--- src/rtl/s713_resp_misr.sv ---
// s713_resp_misr
// Output-response compactor for the s713 benchmark. Folds the 23 s713
// primary outputs into a 24-bit MISR over LEN qualified (VALID) cycles,
// leaving one signature per run.
//
// Parameters:
//   SEED   signature loaded on reset and at each run start
//   CNT_W  run-length counter width
// Ports:
//   CK      clock, rising edge
//   RST     synchronous active-high reset
//   START   run request, honoured in IDLE or DONE
//   LEN     VALID cycles to compact, sampled with an accepted START
//   VALID   D carries a valid s713 sample this cycle
//   D       s713 outputs (D[0]=G83 ... D[22]=G107)
//   BUSY    high while compacting
//   DONE    level, high once the run has finished
//   SIG     current signature
//   REMAIN  VALID cycles still to compact
// Optional feature (macro S713_RESP_MISR_GOLDEN_CMP_EN):
//   GOLDEN  expected signature
//   PASS    registered, final signature matched GOLDEN on entry to DONE
module s713_resp_misr #(
  parameter logic [23:0] SEED  = 24'h000000,
  parameter int          CNT_W = 16
) (
  input  logic             CK,
  input  logic             RST,
  input  logic             START,
  input  logic [CNT_W-1:0] LEN,
  input  logic             VALID,
  input  logic [22:0]      D,
`ifdef S713_RESP_MISR_GOLDEN_CMP_EN
  input  logic [23:0]      GOLDEN,
  output logic             PASS,
`endif
  output logic             BUSY,
  output logic             DONE,
  output logic [23:0]      SIG,
  output logic [CNT_W-1:0] REMAIN
);

  typedef enum logic [1:0] {S_IDLE, S_RUN, S_DONE} state_t;

  localparam logic [CNT_W-1:0] ONE = {{(CNT_W-1){1'b0}}, 1'b1};

  state_t           state_q, state_d;
  logic [23:0]      sig_q, sig_d;
  logic [CNT_W-1:0] remain_q, remain_d;
  logic             busy_q, busy_d;
  logic             done_q, done_d;
  logic             fb;
  logic [23:0]      sig_step;

  // Taps 24,23,22,17; D folds into bits 0..22, bit 23 only shifts in SIG[22].
  assign fb       = sig_q[23] ^ sig_q[22] ^ sig_q[21] ^ sig_q[16];
  assign sig_step = {sig_q[22:0], fb} ^ {1'b0, D};

`ifdef S713_RESP_MISR_GOLDEN_CMP_EN
  logic pass_q, pass_d;
`endif

  always_comb begin
    state_d  = state_q;
    sig_d    = sig_q;
    remain_d = remain_q;
`ifdef S713_RESP_MISR_GOLDEN_CMP_EN
    pass_d   = pass_q;
`endif
    case (state_q)
      S_IDLE, S_DONE: begin
        if (START) begin
          sig_d    = SEED;
          remain_d = LEN;
          state_d  = (LEN != '0) ? S_RUN : S_DONE;
`ifdef S713_RESP_MISR_GOLDEN_CMP_EN
          // A zero-length run enters DONE directly, so it is judged on SEED.
          pass_d   = (LEN == '0) ? (SEED == GOLDEN) : 1'b0;
`endif
        end
      end
      S_RUN: begin
        if (VALID) begin
          sig_d    = sig_step;
          remain_d = remain_q - ONE;
          if (remain_q == ONE) begin
            state_d = S_DONE;
`ifdef S713_RESP_MISR_GOLDEN_CMP_EN
            pass_d  = (sig_step == GOLDEN);
`endif
          end
        end
      end
      default: state_d = S_IDLE;
    endcase
    busy_d = (state_d == S_RUN);
    done_d = (state_d == S_DONE);
  end

  always_ff @(posedge CK) begin
    if (RST) begin
      state_q  <= S_IDLE;
      sig_q    <= SEED;
      remain_q <= '0;
      busy_q   <= 1'b0;
      done_q   <= 1'b0;
`ifdef S713_RESP_MISR_GOLDEN_CMP_EN
      pass_q   <= 1'b0;
`endif
    end else begin
      state_q  <= state_d;
      sig_q    <= sig_d;
      remain_q <= remain_d;
      busy_q   <= busy_d;
      done_q   <= done_d;
`ifdef S713_RESP_MISR_GOLDEN_CMP_EN
      pass_q   <= pass_d;
`endif
    end
  end

  assign BUSY   = busy_q;
  assign DONE   = done_q;
  assign SIG    = sig_q;
  assign REMAIN = remain_q;
`ifdef S713_RESP_MISR_GOLDEN_CMP_EN
  assign PASS   = pass_q;
`endif

endmodule

--- config.mk ---
export PLATFORM = sky130hd
export DESIGN_NAME = s713_resp_misr
export DESIGN_NICKNAME = d
export VERILOG_FILES = /design/src/rtl/s713_resp_misr.sv
export SDC_FILE = /design/constraint.sdc
export NUM_CORES = 1
export LEC_CHECK = 0
export ABC_AREA = 1
export CAP_MARGIN = 20
export CORE_ASPECT_RATIO = 0.9
export CORE_MARGIN = 4
export CORE_UTILIZATION = 51
export CTS_BUF_LIST = sky130_fd_sc_hd__clkbuf_2 sky130_fd_sc_hd__clkbuf_4 sky130_fd_sc_hd__clkbuf_8
export CTS_CLUSTER_SIZE = 20
export DETAILED_ROUTE_END_ITERATION = 10
export PLACE_DENSITY = 0.95
export SLEW_MARGIN = 20
export SYNTH_ARGS = -nofsm -noshare
export SYNTH_HDL_FRONTEND = slang
export SYNTH_SLANG_ARGS = --single-unit
--- constraint.sdc ---
create_clock -name CK -period 3.2 [get_ports CK]
set_clock_uncertainty 0.15 [all_clocks]
set_input_delay 0.64 -clock CK [delete_from_list [all_inputs] [get_ports CK]]
set_output_delay 0.64 -clock CK [all_outputs]
set_load 0.02 [all_outputs]
==> impl_metrics.tcl <==
set metrics [dict create \
    dpl_worst_slack_ns 0.878 \
    cts_inserted_buffers 5 \
    cp-startpoint "SIG[16]" \
    fin_setup_tns_ns 0 \
    final_period_minus_worst_setup_slack_ns 2.23 \
    vias_per_cell 5.08 \
    detailedRoute.firstIterationViolations 198 \
    die-area_sq_um 6110 \
    critical_path.n_buffers_inverters 1 \
    wl_per_cell_microns 13.3 \
    clk_transition_reported_paths_ns 0.08 \
    critPathSlowestCell "clkdlybuf4s50_1" \
    top_level_ports 85 \
    crit_arrival_ns 1.44 \
    yosysUniqueCellTypes 27 \
    number_of_synthesized_register_bits 44 \
    ys_seq_area_share_pct 35.1 \
    cell_type_group_with_the_largest_total_delay_on_the_critical_path "buffers and inverters" \
    final_hold_viol_count 0 \
    syn_inst 378 \
    htree_levels 2 \
    num_rows 23 \
    grt_remaining_overflow 0 \
    required_ns 2.41 \
    hold_slack_ns 0.346 \
    drt_pre_antenna_iters 5 \
    wl_microns 6890 \
    routed-via-count 2634 \
    antenna_found_initial 0 \
    post_synthesis_cell_type_with_the_largest_combined_area "dfxtp_1" \
    place_inst 511 \
    netlist.area_leader.share_pct 35.1 \
    run_status "complete, no violations" \
    grt_setup_unrepaired "no" \
    synthesis.area_sq_um 2510 \
    hold_path_class "register to register" \
    pin_count_of_the_biggest_net_entering_global_routing 36 \
    worst_slew_margin_rel_pct 59.3 \
    drive_above_1_share_pct 4.38 \
    fin_crit_sh_pct 69.6 \
    numClockSinks 44 \
    maxCapViolCount 0 \
    placement.io_buffers 84 \
    setup.worst_path.end_class "output pin" \
    static-leakage-power_nw 1.51 \
    area_growth_syn_to_layout_pct 37.2 \
    hpwlAfterDp_microns 5020 \
    cts-resized-gates 0 \
    cts-hold-fix-buffers 0 \
    powerDensity_nw_per_um2 440 \
    post_layout_nonfiller_instances 519 \
    grt_util_all_layers_pct 23.0 \
    report.final.setup_viol 0 \
    irDropWorstVdd_uv 288 \
    die_height_microns 74.6 \
    ant_nets 0 \
    clk_tree_root_cell "clkbuf_8" \
    starting_utilization_of_the_core_area_pct 54.6 \
    timing.critical_path.slowest_cell_delay_ns 0.67 \
    num_antenna_cells 0 \
    worst_hold_startpoint "SIG[12]" \
    grt_first_pass_wirelength_microns 10800 \
    route.detailed.drc 0 \
    place.gp.congestion 0.874 \
    worst-slew-pin-transition_ns 0.610 \
    core_region_area_sq_um 4600 \
    chipWidth_microns 82.0 \
    timing_worst_setup_path_type "register to output pin" \
    synth.top_cells.by_area "dfxtp_1 35%, nand2_1 17%, a21oi_1 8.0%, xor2_1 6.6%, inv_1 5.8%" \
    critPathMaxFanout 6 \
    postSynthNetCount 423 \
    crit_chain "clkdlybuf4s50_1" \
    clk-insertion-delay-late_ns 0.31 \
    final_nets 501 \
    synth_area_per_cell_sq_um 6.65 \
    critPathLaunchType "register" \
    synth.yosys.warnings 0 \
    worst_slack_setup_final_ns 0.973 \
    max_root_sink_buffers 2 \
    fmaxAchievable_ghz 0.449 \
    first_global_vias 2472 \
    cts_tree "done" \
    finalMaxSlewViolations 0 \
    reg2reg_from "state_q[0]" \
    postCtsSetupRepairBufs 0 \
]
[cells in the final DEF (no fill, tap or decap)]
master             n
nand2_1          114
clkdlybuf4s50_1   84
dfxtp_1           44
a21oi_1           40
inv_1             39
nor2_1            36
nand3_1           22
xor2_1            19
o21ai_0           17
xnor2_1            6
o21ai_1            5
clkbuf_8           5
nand4_1            3
nor2_4             2
nand2_4            2
inv_4              2
nor2_2             2
a31oi_1            2
nor3_1             2
ha_1               2
inv_2              1
nor2_8             1
or2_2              1
o22ai_1            1
a21boi_0           1
clkinv_2           1
bufinv_16          1
clkbuf_4           1
buf_4              1
[area by class of cell]
type	instances	area (sq um)
clock buffers	6	76.3
fillers	355	1160
flip-flops and latches	44	881
multi-input cells	278	1370
clock inverters	2	35.0
well taps	62	77.6
inverters	42	163
repair buffers	85	848
[logic make-up (layout without fill, tap and decap cells)]
group                    count (synthesis)  after routing  synth area share, %
AO/OA/AOI/OAI                           66             66                 13.4
XOR/XNOR                                25             25                 8.72
adder cells (fa/ha/maj)                  2              2                0.996
buffers and inverters                   56            135                 10.6
flip-flops                              44             44                 35.1
AND/OR/NAND/NOR                        185            185                 31.3
[sequential cells by signal, indices dropped and copies added, names as in the netlist]
signal / count
state_q: 2
SIG: 24
DONE: 1
REMAIN: 16
BUSY: 1
[power breakdown]
group	internal [mW]	leakage, nW	switching [mW]
logic	0.196	1.09	0.260
clock network	0.240	0.0586	0.192
registers	0.584	0.360	0.0448
total	1.02	1.51	0.497
[path summary, 6_finish.rpt]
kind	to	slack, ns	depth (start not counted)
setup reg to reg	SIG[1]	1.32	6
hold reg to reg	SIG[12]	0.35	2
hold / removal	SIG[12]	0.35	2
setup / recovery	SIG[16]	0.97	1
[metal layers]
metal	vias to the layer above	global-route usage, %	routed length, microns
li1	1344	-	-
met1	1175	27.3	2690
met2	98	39.6	3530
met3	17	4.12	507
met4	0	11.6	155
met5	-	0	0
[cells in the mapped netlist (all sizes together)]
cell,instances
nor2,41
buf,11
o22ai,1
nand4,3
a21boi,1
o21ai,22
ha,2
a21oi,40
xnor2,6
a31oi,2
inv,42
dfxtp,44
nand2,116
nand3,22
xor2,19
clkbuf,3
nor3,2
or2,1
[through the flow]
step | area (sq um) | power, mW | utilization (%)
after floorplan | 2510 | 0.924 | -
after global placement | 3340 | 1.08 | 72.4
after detailed placement | 3340 | 1.09 | 72.4
after CTS | 3450 | 1.52 | 74.9
after global routing | 3450 | 1.60 | 74.9
final | 3450 | 1.52 | 74.9
Note: power is estimated with default switching activity, not from simulation.
